## src/rtl/arbitro_comparador_pkg.sv

```systemverilog
`default_nettype none
// ============================================================================
//  Module  : arbitro_comparador_pkg
//  Purpose : Shared constants and types for the date-comparison arbiter:
//            verdict codes, FSM state encoding and date field widths/limits.
//  Ports   : none (package)
//  Rev     : 1.0  initial release
// ============================================================================
package arbitro_comparador_pkg;

   localparam int DIA_W = 5;
   localparam int MES_W = 4;

   localparam logic [DIA_W-1:0] DIA_MAX = 5'd31;
   localparam logic [MES_W-1:0] MES_MAX = 4'd12;

   typedef logic [1:0] verdict_t;

   localparam verdict_t V_MENOR    = 2'b00;
   localparam verdict_t V_IGUAL    = 2'b01;
   localparam verdict_t V_MAYOR    = 2'b10;
   localparam verdict_t V_INVALIDO = 2'b11;

   typedef enum logic [1:0] {
      IDLE = 2'd0,
      COMP = 2'd1,
      RESP = 2'd2
   } state_t;

   // A date is usable when both fields are inside their calendar range.
   // Day-per-month limits are intentionally not checked.
   function automatic logic fecha_valida(input logic [DIA_W-1:0] dia,
                                         input logic [MES_W-1:0] mes);
      return (dia != '0) && (dia <= DIA_MAX) && (mes != '0) && (mes <= MES_MAX);
   endfunction

endpackage
`default_nettype wire

```

## src/rtl/comparador_fecha_unit.sv

```systemverilog
`default_nettype none
// ============================================================================
//  Module  : comparador_fecha_unit
//  Purpose : Purely combinational comparison of a dia/mes date against a
//            reference date. Month is compared first, day breaks ties.
//  Ports   : i_dia, i_mes         date under test
//            i_dia_ref, i_mes_ref reference date
//            o_v                  verdict (menor/igual/mayor/invalido)
//  Rev     : 1.0  initial release
// ============================================================================
module comparador_fecha_unit
   import arbitro_comparador_pkg::*;
(
   input  logic [DIA_W-1:0] i_dia,
   input  logic [MES_W-1:0] i_mes,
   input  logic [DIA_W-1:0] i_dia_ref,
   input  logic [MES_W-1:0] i_mes_ref,
   output verdict_t         o_v
);

   always_comb begin
      o_v = V_INVALIDO;
      if (fecha_valida(i_dia, i_mes) && fecha_valida(i_dia_ref, i_mes_ref)) begin
         if (i_mes < i_mes_ref)       o_v = V_MENOR;
         else if (i_mes > i_mes_ref)  o_v = V_MAYOR;
         else if (i_dia < i_dia_ref)  o_v = V_MENOR;
         else if (i_dia > i_dia_ref)  o_v = V_MAYOR;
         else                         o_v = V_IGUAL;
      end
   end

endmodule
`default_nettype wire

```

## src/rtl/arbitro_comparador_fechas.sv

```systemverilog
`default_nettype none
// ============================================================================
//  Module  : arbitro_comparador_fechas
//  Purpose : Round-robin arbiter sharing one date comparator among N_REQ
//            requesters. Each granted request is compared against a
//            programmable reference date; the verdict is returned tagged
//            with the requester ID over a valid/ready channel.
//  Ports   : clk, reset (sync, active-high)
//            ref_we/ref_dia/ref_mes      reference date load
//            req_valid/req_dia/req_mes   packed per-requester requests
//            req_ready                   one-hot combinational accept
//            resp_valid/resp_ready/resp_id/resp_V  verdict channel
//            busy                        FSM not idle
//            cnt_menor/igual/mayor/invalido (only with ARBITRO_COMP_STATS_EN)
//  Config  : define ARBITRO_COMP_STATS_EN to add saturating verdict counters.
//  Rev     : 1.0  initial release
// ============================================================================
module arbitro_comparador_fechas
   import arbitro_comparador_pkg::*;
#(
   parameter int N_REQ = 4,
   parameter int ID_W  = $clog2(N_REQ)
)(
   input  logic                   clk,
   input  logic                   reset,
   input  logic                   ref_we,
   input  logic [DIA_W-1:0]       ref_dia,
   input  logic [MES_W-1:0]       ref_mes,
   input  logic [N_REQ-1:0]       req_valid,
   input  logic [DIA_W*N_REQ-1:0] req_dia,
   input  logic [MES_W*N_REQ-1:0] req_mes,
   output logic [N_REQ-1:0]       req_ready,
   output logic                   resp_valid,
   input  logic                   resp_ready,
   output logic [ID_W-1:0]        resp_id,
   output verdict_t               resp_V,
   output logic                   busy
`ifdef ARBITRO_COMP_STATS_EN
   ,
   output logic [15:0]            cnt_menor,
   output logic [15:0]            cnt_igual,
   output logic [15:0]            cnt_mayor,
   output logic [15:0]            cnt_invalido
`endif
);

   state_t           r_state;
   logic [ID_W-1:0]  r_rr_ptr;
   logic [ID_W-1:0]  r_id;
   logic [DIA_W-1:0] r_dia;
   logic [MES_W-1:0] r_mes;
   logic [DIA_W-1:0] r_ref_dia;
   logic [MES_W-1:0] r_ref_mes;

   logic             w_gnt_any;
   logic [ID_W-1:0]  w_gnt_id;
   logic [DIA_W-1:0] w_sel_dia;
   logic [MES_W-1:0] w_sel_mes;
   verdict_t         w_v;

   // Search from rr_ptr upward (mod N_REQ). The loop runs from the farthest
   // offset down so the nearest asserted requester is the last to win.
   always_comb begin : p_arb
      logic [ID_W-1:0] v_idx;
      v_idx     = '0;
      w_gnt_any = 1'b0;
      w_gnt_id  = '0;
      for (int k = N_REQ - 1; k >= 0; k--) begin
         v_idx = ID_W'((int'(r_rr_ptr) + k) % N_REQ);
         if (req_valid[v_idx]) begin
            w_gnt_any = 1'b1;
            w_gnt_id  = v_idx;
         end
      end
   end

   // Operand mux with constant slice bases.
   always_comb begin
      w_sel_dia = '0;
      w_sel_mes = '0;
      for (int k = 0; k < N_REQ; k++) begin
         if (w_gnt_id == ID_W'(k)) begin
            w_sel_dia = req_dia[k*DIA_W +: DIA_W];
            w_sel_mes = req_mes[k*MES_W +: MES_W];
         end
      end
   end

   // Ready is suppressed while reset is high because that edge drops the accept.
   assign req_ready = (r_state == IDLE && !reset && w_gnt_any)
                      ? (N_REQ'(1) << w_gnt_id) : '0;
   assign busy      = (r_state != IDLE);

   // Compares against the reference held during COMP, so a reference load in
   // the accept cycle is seen, while one during COMP is not.
   comparador_fecha_unit u_cmp (
      .i_dia     (r_dia),
      .i_mes     (r_mes),
      .i_dia_ref (r_ref_dia),
      .i_mes_ref (r_ref_mes),
      .o_v       (w_v)
   );

   always_ff @(posedge clk) begin
      if (reset) begin
         r_state    <= IDLE;
         r_rr_ptr   <= '0;
         r_id       <= '0;
         r_dia      <= '0;
         r_mes      <= '0;
         r_ref_dia  <= DIA_W'(1);
         r_ref_mes  <= MES_W'(1);
         resp_valid <= 1'b0;
         resp_id    <= '0;
         resp_V     <= V_MENOR;
      end else begin
         if (ref_we) begin
            r_ref_dia <= ref_dia;
            r_ref_mes <= ref_mes;
         end
         case (r_state)
            IDLE: begin
               if (w_gnt_any) begin
                  r_id    <= w_gnt_id;
                  r_dia   <= w_sel_dia;
                  r_mes   <= w_sel_mes;
                  r_state <= COMP;
               end
            end
            COMP: begin
               resp_V     <= w_v;
               resp_id    <= r_id;
               resp_valid <= 1'b1;
               r_state    <= RESP;
            end
            RESP: begin
               if (resp_ready) begin
                  resp_valid <= 1'b0;
                  r_rr_ptr   <= ID_W'((int'(r_id) + 1) % N_REQ);
                  r_state    <= IDLE;
               end
            end
            default: r_state <= IDLE;
         endcase
      end
   end

`ifdef ARBITRO_COMP_STATS_EN
   logic w_hs;
   assign w_hs = resp_valid && resp_ready;

   always_ff @(posedge clk) begin
      if (reset) begin
         cnt_menor    <= '0;
         cnt_igual    <= '0;
         cnt_mayor    <= '0;
         cnt_invalido <= '0;
      end else if (w_hs) begin
         case (resp_V)
            V_MENOR: if (cnt_menor    != 16'hFFFF) cnt_menor    <= cnt_menor    + 16'd1;
            V_IGUAL: if (cnt_igual    != 16'hFFFF) cnt_igual    <= cnt_igual    + 16'd1;
            V_MAYOR: if (cnt_mayor    != 16'hFFFF) cnt_mayor    <= cnt_mayor    + 16'd1;
            default: if (cnt_invalido != 16'hFFFF) cnt_invalido <= cnt_invalido + 16'd1;
         endcase
      end
   end
`endif

endmodule
`default_nettype wire
```

## config.mk

```make
export PLATFORM = sky130hd
export DESIGN_NAME = arbitro_comparador_fechas
export DESIGN_NICKNAME = d
export VERILOG_FILES = /design/src/rtl/arbitro_comparador_pkg.sv /design/src/rtl/comparador_fecha_unit.sv /design/src/rtl/arbitro_comparador_fechas.sv
export SDC_FILE = /design/constraint.sdc
export NUM_CORES = 1
export LEC_CHECK = 0
export BUFFER_PORTS_ARGS = -buffer_cell sky130_fd_sc_hd__buf_2
export CAP_MARGIN = 20
export CORE_UTILIZATION = 49
export CTS_CLUSTER_DIAMETER = 100
export DETAILED_ROUTE_END_ITERATION = 10
export PLACE_DENSITY = 0.91
export SYNTH_ARGS = -nofsm -noshare
export SYNTH_HDL_FRONTEND = slang
export SYNTH_SLANG_ARGS = --single-unit
```

## constraint.sdc

```tcl
create_clock -name clk -period 2.5 [get_ports clk]
set_input_delay 0.25 -clock clk [delete_from_list [all_inputs] [get_ports clk]]
set_output_delay 0.25 -clock clk [all_outputs]
set_load 0.01 [all_outputs]
```

Yosys cells after proc, flatten, opt, wreduce, memory -nomap -nowiden
Index checks and enable logic that the tools add are counted.
W data, S select, Z words.
{"block": "classes", "addsub": 4, "n_lt_le_gt_ge": 12, "n_eq_ne": 7, "n_shift": 1, "mux": 35, "n_reduce_logical": 22}
{"op": "$mux W2", "count": 11}
{"op": "$mux W4", "count": 5}
{"op": "$mux W5", "count": 4}
{"op": "$lt A2 B3 Y1 const B", "count": 4}
{"op": "$le A5 B5 Y1 const B", "count": 2}
{"op": "$reduce_bool A5 Y1", "count": 2}
{"op": "$logic_and A1 B1 Y1", "count": 9}
{"op": "$mux W1", "count": 9}
{"op": "$bmux W1 S2", "count": 4}
{"op": "$le A4 B4 Y1 const B", "count": 2}
{"op": "$reduce_and A2 Y1", "count": 4}
{"op": "$reduce_bool A4 Y1", "count": 2}
{"op": "$eq A2 B2 Y1 const B", "count": 3}
{"op": "$pmux W2 S3", "count": 1}
{"op": "$gt A5 B5 Y1", "count": 1}
{"op": "$lt A5 B5 Y1", "count": 1}
{"op": "$add A2 B1 Y2 const B", "count": 2}
{"op": "$add A2 B2 Y2 const B", "count": 2}
{"op": "$eq A2 B1 Y1 const B", "count": 2}
{"op": "$gt A4 B4 Y1", "count": 1}
{"op": "$logic_not A2 Y1", "count": 2}
{"op": "$lt A4 B4 Y1", "count": 1}
{"op": "$ne A2 B2 Y1 const B", "count": 2}
{"op": "$reduce_bool A2 Y1", "count": 2}
{"op": "3 further kinds", "count": 3}
{"block": "word_totals", "ff_bits": 29, "input_bits": 53, "word_cells": 91}

Logic depth before layout (Yosys ltp)
Gate-level depths: netlist of run 1.
{"block": "depth", "word_depth": 12, "depth_mapped": 8, "mapped_depth_nobuf": 8}

Modules after synthesis
Synthesis of run 1 repeated with hierarchy kept, for this count alone.
{"block": "hier_totals", "hier_cells": 204, "area_unflattened_um2": 1818.0}
{"mod": "arbitro_comparador_fechas", "instances": 1, "cells_per_inst": 161, "area_each_um2": 1497.7}
{"mod": "comparador_fecha_unit", "instances": 1, "cells_per_inst": 43, "area_each_um2": 320.3}

Least setup slack after synthesis of run 1
Ideal clock, no wire load.
{"block": "synth_path", "path_type": "register to output", "startpoint": "register r_rr_ptr[1]", "endpoint": "output port req_ready[1]", "arrival_time_ns": 1.274, "path_slack_ns": 0.976, "stages_incl_launch_ff": 7, "n_path_buf": 1, "cell_sequence": "dfxtp_1 -> mux2i_1 -> nor2_1 -> nor3_1 -> nand2_1 -> buf_2 -> nor2_1"}
{"block": "synth_between", "elab_chain_cells": 9, "elab_cells_between_ends": 22, "cone_classes": "add/sub: 3; shift: 1; mux: 17; reduce/logical: 1"}
{"item": "start: declaration", "line": "arbitro_comparador_fechas.sv:48", "text": "logic [ID_W-1:0] r_rr_ptr;"}
{"item": "start signal: assignment", "line": "arbitro_comparador_fechas.sv:139", "text": "r_rr_ptr <= ID_W'((int'(r_id) + 1) % N_REQ);"}
{"item": "$add A2 B2 Y2", "line": "arbitro_comparador_fechas.sv:69", "text": "v_idx = ID_W'((int'(r_rr_ptr) + k) % N_REQ);"}
{"item": "$bmux W1 S2", "line": "arbitro_comparador_fechas.sv:70", "text": "if (req_valid[v_idx]) begin"}
{"item": "$mux W1 (implied by the code)", "line": "arbitro_comparador_fechas.sv:70"}
{"item": "$mux W2 / $mux W1 (equally long branches) (4 in series)", "line": "arbitro_comparador_fechas.sv:70"}
{"item": "$shl A1 B2 Y4 / $logic_and A1 B1 Y1 (equally long branches)", "line": "arbitro_comparador_fechas.sv:91, arbitro_comparador_fechas.sv:90"}
{"item": "$mux W4 (*)", "line": "arbitro_comparador_fechas.sv:91", "text": "? (N_REQ'(1) << w_gnt_id) : '0;"}
{"item": "end: declaration", "line": "arbitro_comparador_fechas.sv:32", "text": "output logic [N_REQ-1:0] req_ready,"}
Mark *: on every way between the ends. The rest lies on a longest branch, timed or not. The select of a mux whose other input is x is not followed.

Worst setup path after layout of run 1
{"block": "layout_path", "startpoint": "register r_rr_ptr[1]", "endpoint": "output port req_ready[2]"}
The elaborated chain is that of the path after synthesis.

==> impl_results.md, run 1 <==
* Initial antenna violation count at 0
* Kind of critical path: reg -> out
* Fill cells at 301
* Largest net degree at the start of global routing at 22
* Root Buffer: clkbuf_4
* Multiplexer share of the synthesized area at 0.180
* Cts bufs inserted at 5
* Routed WL at approximately 3600 µm
* Largest family of logic cells by synthesized area: simple AND/OR/NAND/NOR gates
* Yosys cell types at 38
* Post-synth top area cell: dfxtp_1
* DP Wirelength at between 2000 and 3000 µm
* Post-Route Setup TNS at 0 ns
* Peak VDD IR at 0.000396 V
* # clock sinks at 29
* Synthesis warning total at 0
* Sequential area share after synthesis at 0.348
* Layout Skew at 0.00592 ns
* Die area at 3640 µm²
* FF-to-FF End: r_mes[3]
* Setup crit end kind: primary output
* Post-DRT Antenna Nets at 0
* Power Total at 1.17 mW
* GR Overflow Total at 0
* Hold Buf Count CTS at 0
* Max Fanout on Critical Path at 11
* Worst r2r path cells at 7
* DP Area at about 2000 µm²
* Core Box Area at 3150 µm²
* Initial DRC Count at 28
* Mean post-synth cell area at 8.97 µm²
* Drt drc at 0
* N_diodes at 0
* XOR/XNOR share of the synthesized area at 0.00525
* Reg2reg start: r_rr_ptr[0]
* Leakage at around 0.96 nW
* Pins Over Slew Limit at 0
* Status: complete, no violations
* Cell count after synthesis at roughly 190
* Post_cts resized at 0
* DR vias/cell at between 5 and 6
* First-pass GRT wire length at 5850 µm
* Simple-gate share of the synthesized area at 0.192
* Most common cell after layout, fill and taps aside: buf_2
* Slew HR at 0.591
* Grt met2 use at 0.388
* Endpoint, Worst Hold: r_ref_mes[0]
* Number of global-route vias before repair at 1416
* Worst Hold Depth at 2
* Site row count at 20
* R2R setup slack at 0.82 ns
* Post-synthesis compound-gate area fraction at 0.150
* Layout net count at around 310
* Via count at 1532
* Post-synth EDFFs at 0
* Final core utilization at 0.656
* Fin crit period at roughly 2.1 ns
* Maximum clock path buffer count at 2
* Most used routing layer: met2
* Initial Util at 0.529
* Tcrit/Tclk final at 0.858
* H-Tree Depth at 2
* Gr usage total at 0.217
* F_max at ~470 MHz
* Clk Latency, worst-skew pair at 0.32 ns
* I/O pin total at 63
* Post-CTS Setup Bufs at 0
* Die Y at ~60 µm
* Power per cell area at roughly 560 nW/µm²
* Synth Flop Type: dfxtp_1
* Mapped Nets at about 250
* Pre-CTS setup slack at between 0.7 and 0.8 ns
* Post-Layout Inst Area at roughly 2100 µm²
* Hold Vio Cnt, Final at 0
* CP Launch Type: flip-flop
* Worst-path clk slew at 0.09 ns
* M3 GR Usage at 0.0469
* Post-Synth Adder-Cell Area at 0.0675
* Post-synth ARST share at 0
* CTS tree: yes
* Yosys top cell area share at 0.348
* Final worst slack at 0.354 ns
* GPL Wtd Cong at around 0.84
* Input/output buffers at just over 60
* Area growth syn-to-layout at 24.0%
* Die W at between 60 and 70 µm
* Drt pass-1 iters at 5
* Most frequent cells in the layout: buf_2 (62), mux2i_1 (30), dfxtp_1 (29), nor2_1 (24), nand2_1 (15)
* Worst path arrival time at 1.90 ns
* Cell Area, Synth at 1670 µm²
* RSZ-0062 raised after global routing: false
* Worst Path Required at 2.25 ns
* Worst hold path startpoint: ref_mes[0]
* Most area-consuming cells after synthesis: dfxtp_1 (35%), mux2i_1 (18%), ha_1 (6.8%), nor2_1 (5.4%), o221ai_1 (4.7%)
* Final setup viols at 0
* Routing usage on met1 at 0.247
* Yosys reg bits at 29
* Worst Hold Class: in -> reg
* Share of layout cells above drive strength 1 at 0.315
* Maxcap violations at 0
* Mean routed wirelength per cell at 12.2 µm
* Worst slew pin tran at 0.612 ns
-- critical path: stages (launching register included) --
cell and delay (ns):
dfxtp_1 0.41, mux2i_1 0.20, nor2_1 0.05, nor3_1 0.29, nand2b_1 0.40, nor2_1 0.08
buf_2 0.15
-- metal layers --
metal | wire length [µm] | up-vias
met1 | 1620 | 707
met2 | 1790 | 32
met5 | 0 | -
met4 | 34 | 0
li1 | - | 788
met3 | 117 | 5
-- final cells by class --
type | instances | area, µm² | share of cell area
clock inverter | 1 | 5.00 | 0.00242
clock buffer | 7 | 65.1 | 0.0315
tap | 44 | 55.1 | 0.0266
sequential | 29 | 581 | 0.281
timing repair buffer | 63 | 318 | 0.154
multi-input combinational | 134 | 992 | 0.480
inverter | 14 | 52.6 | 0.0254
-- cell usage after synthesis, types with 2 or more instances --
library cell,number
a21oi_1,9
nand2b_1,3
o221ai_1,9
nand2_1,15
o211ai_1,3
or4_1,2
a211o_1,2
inv_1,13
mux2i_1,30
clkbuf_1,3
dfxtp_1,29
nor3_1,2
nor2b_1,6
nand3b_1,2
nor2_1,24
ha_1,9
buf_2,4
-- worst max-delay path by stage --
stage               slack, ns   startpoint  depth (start not counted)      endpoint
floorplan                0.98  r_rr_ptr[1]                          6  req_ready[1]
global placement         0.76  r_rr_ptr[1]                          6  req_ready[0]
detailed placement       0.72  r_rr_ptr[1]                          6  req_ready[2]
CTS                      0.35  r_rr_ptr[1]                          6  req_ready[2]
global route             0.16  r_rr_ptr[1]                          6  req_ready[1]
finish                   0.35  r_rr_ptr[1]                          6  req_ready[2]
-- cells by family after synthesis --
logic type | count (synthesis)
DFF | 29
AOI/OAI and AO/OA | 31
and+or+nand+nor | 63
adders and majority gates | 9
buffers and inverters | 23
xor gates and xnor gates | 1
muxes | 30
-- flip-flops by register name (all words and copies together), names as in the netlist --
signal and count:
r_dia 5, r_id 2, r_mes 4, r_ref_dia 5, r_ref_mes 4, r_rr_ptr 2
r_state 2, resp_V 2, resp_id 2, resp_valid 1
-- stage by stage --
step                      hold WS, ns  std cells
after floorplan                 0.346        186
after global placement          0.457        284
after detailed placement        0.456        284
after CTS                       0.117        292
after global routing            0.124        292
final                           0.133        292
-- report_power, final --
group | switching [mW] | internal [mW]
clock network | 0.155 | 0.163
registers | 0.0377 | 0.505
logic | 0.152 | 0.153
total | 0.345 | 0.820
(Power assumes the default switching activity.)
==> inputs of run 2 (changes only) <==
--- a/config.mk
+++ b/config.mk
@@ -7,10 +7,10 @@
 export LEC_CHECK = 0
 export BUFFER_PORTS_ARGS = -buffer_cell sky130_fd_sc_hd__buf_2
 export CAP_MARGIN = 20
-export CORE_UTILIZATION = 49
+export CORE_UTILIZATION = 44
 export CTS_CLUSTER_DIAMETER = 100
 export DETAILED_ROUTE_END_ITERATION = 10
-export PLACE_DENSITY = 0.91
+export PLACE_DENSITY = 0.76
 export SYNTH_ARGS = -nofsm -noshare
 export SYNTH_HDL_FRONTEND = slang
 export SYNTH_SLANG_ARGS = --single-unit
==> constraint.sdc (replaced) <==
create_clock -name clk -period 1.85 [get_ports clk]
set_input_delay 0.185 -clock clk [delete_from_list [all_inputs] [get_ports clk]]
set_output_delay 0.185 -clock clk [all_outputs]
set_load 0.01 [all_outputs]
==> impl_results.md, run 2 (synthesized netlist as in run 1, its figures left out) <==
* Status: complete, no violations
* Pre-CTS setup slack at 0.164 ns (-0.560 ns)
* Tcrit/Tclk final at 0.989
* Most frequent CP cell: nor2_1
* Setup crit end kind: primary output
* Drt drc at 0 (unchanged)
* FF+latch area at 584 µm² (+0.65%)
* Layout net count at 321 (+3.9%)
* First-pass GRT wire length at 6280 µm (+7.3%)
* FF-to-FF End: r_dia[4]
* # clock sinks at 29 (unchanged)
* Crit-path max cell delay at 0.37 ns (-0.04 ns)
* Die area at 4040 µm² (+11%)
* Initial antenna violation count at 0 (unchanged)
* Worst hold path startpoint: ref_mes[0]
* GR Overflow Total at 0 (unchanged)
* Final setup viols at 0 (unchanged)
* Fin crit period at 1.83 ns
* Peak VDD IR at 0.000447 V (+13%)
* Clk Latency, worst-skew pair at 0.28 ns (-0.04 ns)
* Worst r2r path cells at 8 (+1)
* Hold Buf Count CTS at 0 (unchanged)
* Die W at 63.6 µm (+5.3%)
* GPL Wtd Cong at 0.776 (-7.1%)
* Via count at 1623 (+5.9%)
* Share of layout cells above drive strength 1 at 0.365 (+0.0509)
* Maximum clock path buffer count at 2 (unchanged)
* Worst path arrival time at 1.64 ns (-0.26 ns)
* Worst slew pin tran at 0.666 ns (+0.0538 ns)
* Die Y at 63.6 µm (+5.3%)
* Number of global-route vias before repair at 1529 (+8.0%)
* H-Tree Depth at 2 (unchanged)
* DP Wirelength at 2880 µm (+0.17%)
* I/O pin total at 63 (unchanged)
* Largest net degree at the start of global routing at 21 (-4.5%)
* Worst Path Required at 1.66 ns (-0.59 ns)
* Hold Vio Cnt, Final at 0 (unchanged)
* Most frequent cells in the layout: buf_2 (61), mux2i_1 (30), dfxtp_1 (28), nor2_1 (20), nand2_1 (14)
* Worst-path clk slew at 0.06 ns (-0.03 ns)
* Layout Skew at 0.00492 ns (-0.000994 ns)
* Gr usage total at 0.197 (-0.0201)
* CP Launch Type: flip-flop
* Initial Util at 0.456 (-0.0734)
* Worst Hold Class: in -> reg
* Int Pwr at 1.20 mW (+46%)
* N_diodes at 0 (unchanged)
* Site row count at 22 (+10%)
* RSZ-0062 raised after global routing: true
* Area taken by multi-input logic gates at 1030 µm² (+4.3%)
* Mean routed wirelength per cell at 12.6 µm (+3.6%)
* Endpoint, Worst Hold: r_ref_mes[0]
* Maxcap violations at 0 (unchanged)
* Reg2reg start: r_rr_ptr[1]
* Most common cell after layout, fill and taps aside: buf_2
* Kind of critical path: reg -> out
* Post-DRT Antenna Nets at 0 (unchanged)
* Slew HR at 0.555 (-0.0359)
* Net Sw Frac at 0.294 (-0.00225)
* Final worst slack at 0.0211 ns (-0.333 ns)
* Pins Over Slew Limit at 0 (unchanged)
* Hold_ws at 0.108 ns (-0.0250 ns)
* Area growth syn-to-layout at 35.7%
* Cts bufs inserted at 5 (unchanged)
* Initial DRC Count at 40 (+43%)
* Slowest cell on crit path: dfxtp_4
* Routed WL at 3890 µm (+9.3%)
* Drt pass-1 iters at 4 (-1)
* Switch Pwr at 0.500 mW (+45%)
* Worst path cell trace: mux2i_1 -> nor2_1 -> nor3_2 -> buf_4 -> nand2_4 -> nor2_1 -> buf_2
* Fill cells at 333 (+11%)
* R2R setup slack at 0.24 ns (-0.58 ns)
* Input/output buffers at 62 (unchanged)
* Largest registers: r_dia: 5 flops, r_ref_dia: 5 flops
* Leakage at 1.05 nW (+8.7%)
* Share of power burned in combinational logic at 0.282 (+0.020)
* DR vias/cell at 5.27 (+0.44%)
* Worst Hold Depth at 2 (unchanged)
* Core Box Area at 3660 µm² (+16%)
* Power per cell area at 752 nW/µm² (+33%)
* Root Buffer: clkbuf_8
* F_max at 547 MHz
* Max Fanout on Critical Path at 6 (-5)
* Part of the power in the clock network at 0.286 (+0.013)
* CTS tree: yes
* Seq pwr share at 0.433 (-0.033)
run 2: cell count changes in the layout (fill, tap and decap cells not counted), sizes merged:
| cell | delta |
|---|---|
| buf | +11 |
| clkbuf | +2 |
| clkinv | -1 |
run 2: worst max path at each step:
stage                            start           end  slack (ns)  cells after the start
after global placement     r_rr_ptr[1]  req_ready[3]        0.17                      6
after global routing       r_rr_ptr[1]  req_ready[2]       -0.07                      7
final                      r_rr_ptr[1]  req_ready[1]        0.02                      7
after CTS                  r_rr_ptr[0]  req_ready[2]        0.04                      8
after floorplan           r_ref_mes[0]     resp_V[1]        0.39                      5
after detailed placement   r_rr_ptr[1]  req_ready[1]        0.16                      6
run 2: per-layer routing:
layer / vias to the layer above / share of wire / GRT usage / wire, µm
met1: 753 / 0.44 / 0.220 / 1690
li1: 811 / - / - / -
met3: 7 / 0.053 / 0.0525 / 206
met5: - / 0 / 0 / 0
met2: 52 / 0.50 / 0.354 / 1930
met4: 0 / 0.014 / 0.0682 / 53
run 2: cell type report:
type | instances | area share
multi-input cells | 134 | 0.457
flip-flops and latches | 29 | 0.258
repair buffers | 75 | 0.200
clock buffers | 8 | 0.0354
well taps | 48 | 0.0265
inverters | 14 | 0.0232
run 2: repair_timing:
item | CTS | global route
gates resized for setup | 4 | 11
buffers inserted | 0 | 7
pin swaps | 1 | 2
cloned | 0 | 1
setup endpoints to repair | 4 | 4
run 2: power by group through the flow:
stage               logic, mW  registers [mW]  clock network [mW]
floorplan               0.288           0.737                   0
global placement        0.418           0.748                   0
detailed placement      0.428           0.748                   0
CTS                     0.433           0.736               0.499
global route            0.536           0.744               0.526
finish                  0.479           0.736               0.486
run 2: worst max-delay path: cells and delay by family, from the launching register on:
family,cells,cell delay (ns)
multiplexers,1,0.18
buffers and inverters,2,0.31
flip-flops,1,0.37
AND/OR/NAND/NOR,4,0.50
run 2: stage by stage:
stage                util  area [µm²]  setup TNS [ns]  power, mW  std cells
floorplan               -        1670               0       1.02        186
global placement    0.559        2050               0       1.17        292
detailed placement  0.559        2050               0       1.18        292
CTS                 0.584        2140               0       1.67        300
global route        0.618        2260          -0.246       1.81        308
finish              0.618        2260               0       1.70        308
==> inputs of run 3 (changes only) <==
--- a/config.mk
+++ b/config.mk
@@ -5,12 +5,14 @@
 export SDC_FILE = /design/constraint.sdc
 export NUM_CORES = 1
 export LEC_CHECK = 0
+export ABC_AREA = 1
 export BUFFER_PORTS_ARGS = -buffer_cell sky130_fd_sc_hd__buf_2
 export CAP_MARGIN = 20
-export CORE_UTILIZATION = 44
+export CORE_UTILIZATION = 45
 export CTS_CLUSTER_DIAMETER = 100
 export DETAILED_ROUTE_END_ITERATION = 10
-export PLACE_DENSITY = 0.76
+export GPL_TIMING_DRIVEN = 0
+export PLACE_DENSITY = 0.8
 export SYNTH_ARGS = -nofsm -noshare
 export SYNTH_HDL_FRONTEND = slang
 export SYNTH_SLANG_ARGS = --single-unit
==> impl_results.md, run 3 <==
* Worst path cell trace: buf_8 -> inv_8 -> nand2_1 -> nand3_2 -> nand2_1 -> inv_2 -> nand2_2 -> nand2_2 -> nand2_4 -> nand2_8 -> buf_6 -> nor3_2 -> buf_2
* Peak VDD IR at 0.000460 V (+3.0%)
* Count leader, synth: nand2_1
* Buf/Inv on CP at 5 (+3)
* Crit path from: r_rr_ptr[0]
* Die area at 4410 µm² (+9.2%)
* Failing checks: setup timing
* FF-to-FF End: r_mes[2]
* Clk Latency, worst-skew pair at 0.28 ns (about the same)
* DR vias/cell at 5.03 (-4.6%)
* Slowest cell on crit path: dfxtp_2
* Mapped Nets at 349 (+41%)
* CP delay by family, top: simple AND/OR/NAND/NOR gates
* Die W at 66.4 µm (+4.5%)
* Synthesis warning total at 0 (unchanged)
* Yosys cell types at 30 (-21%)
* DP Area at 2240 µm² (+9.5%)
* Number of global-route vias before repair at 1942 (+27%)
* Mean routed wirelength per cell at 12.0 µm (-5.1%)
* Yosys top cell area share at 0.311 (-0.0371)
* Site row count at 23 (+4.5%)
* GPL Wtd Cong at 0.903 (+16%)
* Drt drc at 0 (unchanged)
* Worst Hold Class: in -> reg
* # clock sinks at 29 (unchanged)
* Synth top cells by count: nand2_1 (74), nor2_1 (32), dfxtp_1 (29), nand3_1 (28), inv_1 (26)
* Leakage at 1.33 nW (+27%)
* Max Fanout on Critical Path at 8 (+2)
* Most area-consuming cells after synthesis: dfxtp_1 (31%), nand2_1 (15%), nand3_1 (7.5%), nor2_1 (6.4%), o21ai_0 (6.2%)
* GR Overflow Total at 0 (unchanged)
* Status: finished, violations left
* Worst Path Required at 1.66 ns (about the same)
* Worst slew pin tran at 0.468 ns (-0.197 ns)
* N_diodes at 0 (unchanged)
* Reg2reg start: r_rr_ptr[0]
* Routed WL at 5040 µm (+30%)
* Layout net count at 432 (+35%)
* Die Y at 66.4 µm (+4.5%)
* Area growth syn-to-layout at 41.6%
* Kind of critical path: reg -> out
* H-Tree Depth at 2 (unchanged)
* R2R setup slack at -0.10 ns (-0.34 ns)
* First-pass GRT wire length at 8140 µm (+30%)
* Worst r2r path cells at 14 (+6)
* DP Wirelength at 3500 µm (+21%)
* Input/output buffers at 62 (unchanged)
* CP Launch Type: flip-flop
* Initial Util at 0.467 (+0.0111)
* Tcrit/Tclk final at 1.11 (+0.120)
* Final worst slack at -0.200 ns (-0.221 ns)
* Worst Hold Depth at 3 (+1)
* Synth Flop Type: dfxtp_1
* Fin crit period at 2.05 ns (+0.221 ns)
* Cts bufs inserted at 5 (unchanged)
* Initial antenna violation count at 0 (unchanged)
* Worst-path clk slew at 0.06 ns (about the same)
* Layout Skew at 0.00165 ns (-0.00327 ns)
* Maxcap violations at 0 (unchanged)
* Drt pass-1 iters at 4 (unchanged)
* Hold Vio Cnt, Final at 0 (unchanged)
* Slew HR at 0.688 (+0.132)
* Largest net degree at the start of global routing at 11 (-48%)
* Post-synth EDFFs at 0 (unchanged)
* Cell count after synthesis at 287 (+54%)
* Hold_ws at 0.116 ns (+0.00826 ns)
* Post-DRT Antenna Nets at 0 (unchanged)
* Yosys reg bits at 29 (unchanged)
* Core Box Area at 4000 µm² (+9.3%)
* I/O pin total at 63 (unchanged)
* Post-synth ARST share at 0 (unchanged)
* Gr usage total at 0.241 (+0.0445)
* F_max at 488 MHz (-11%)
* Post-Route Setup TNS at -1.31 ns (-1.31 ns)
* Worst hold path startpoint: ref_mes[0]
* Most frequent cells in the layout: buf_2 (62), nand2_1 (55), nor2_1 (29), dfxtp_1 (27), inv_1 (25)
* Final setup viols at 13 (+13)
* Hold Buf Count CTS at 0 (unchanged)
* Most common cell after layout, fill and taps aside: buf_2
* Largest registers: r_dia: 5 flops, r_ref_dia: 5 flops
* Power per cell area at 878 nW/µm² (+17%)
* Pre-CTS setup slack at 0.0188 ns (-0.145 ns)
* Worst path arrival time at 1.87 ns (+0.23 ns)
* Via count at 2116 (+30%)
* Setup crit end kind: primary output
* Sequential area share after synthesis at 0.311 (-0.0371)
* Share of layout cells above drive strength 1 at 0.385 (+0.0201)
* Post-Layout Inst Area at 2640 µm² (+17%)
* Initial DRC Count at 93 (+130%)
* Endpoint, Worst Hold: r_ref_mes[0]
* RSZ-0062 raised after global routing: true
* Post-synth top area cell: dfxtp_1
* Pins Over Slew Limit at 0 (unchanged)
* Root Buffer: clkbuf_8
* CTS tree: yes
* Cell Area, Synth at 1870 µm² (+12%)
* Mean post-synth cell area at 6.50 µm² (-27%)
* Crit-path max cell delay at 0.33 ns (-0.04 ns)
* Maximum clock path buffer count at 2 (unchanged)
==> run 3: cells by family after synthesis <==
group,synth area share
compound gates,0.146
xor+xnor,0.00469
fa+ha+maj,0.0603
buf+inv,0.0905
flops,0.311
simple gates,0.387
==> run 3: worst max path at each step <==
stage / endpoint / slack (ns) / cells after the start
after floorplan: req_ready[0] / 0.15 / 12
after global placement: req_ready[0] / 0.04 / 13
after detailed placement: req_ready[0] / 0.02 / 13
after CTS: req_ready[0] / -0.14 / 13
after global routing: req_ready[0] / -0.31 / 13
final: req_ready[0] / -0.20 / 13
==> run 3: power by group <==
part           internal (mW)  leakage, nW  switching (mW)
clock                  0.335       0.0542           0.231
sequential             0.714        0.241          0.0713
combinational          0.414         1.03           0.557
total                   1.46         1.33           0.860
==> run 3: worst register-to-register path, delay by kind of cell (launching register included) <==
kind / cells / cell delay [ns]
flops: 1 / 0.33
simple gates: 8 / 0.76
compound gates: 1 / 0.22
buf+inv: 5 / 0.53
==> run 3: layout make-up <==
class / instances / area (µm²)
Multi-Input combinational cell: 219 / 1290
Clock buffer: 7 / 96.3
Fill cell: 329 / 1360
Timing Repair Buffer: 76 / 419
Tap cell: 50 / 62.6
Buffer: 8 / 60.1
Inverter: 31 / 126
Clock inverter: 1 / 5.00
Sequential cell: 29 / 583
==> run 3: routing by layer <==
metal / track usage / share of wire / up-vias
li1: - / - / 1106
met1: 0.296 / 0.43 / 913
met2: 0.420 / 0.49 / 84
met3: 0.0552 / 0.056 / 13
met4: 0.0638 / 0.019 / 0
met5: 0 / 0 / -
==> run 3: metrics by stage <==
stage          instances  power [mW]   util
6_report             421        2.32  0.661
5_1_grt              421        2.49  0.661
4_1_cts              417        2.24  0.631
3_5_place_dp         399        1.57  0.560
3_3_place_gp         399        1.55  0.560
2_1_floorplan        287        1.36      -
==> run 3: timing repair <==
| item | 4_1_cts | 5_1_grt |
|---|---|---|
| buffers inserted | 10 | 4 |
| resized for setup | 29 | 28 |
| endpoints found under the setup margin | 4 | 15 |
| pin swaps | 17 | 25 |
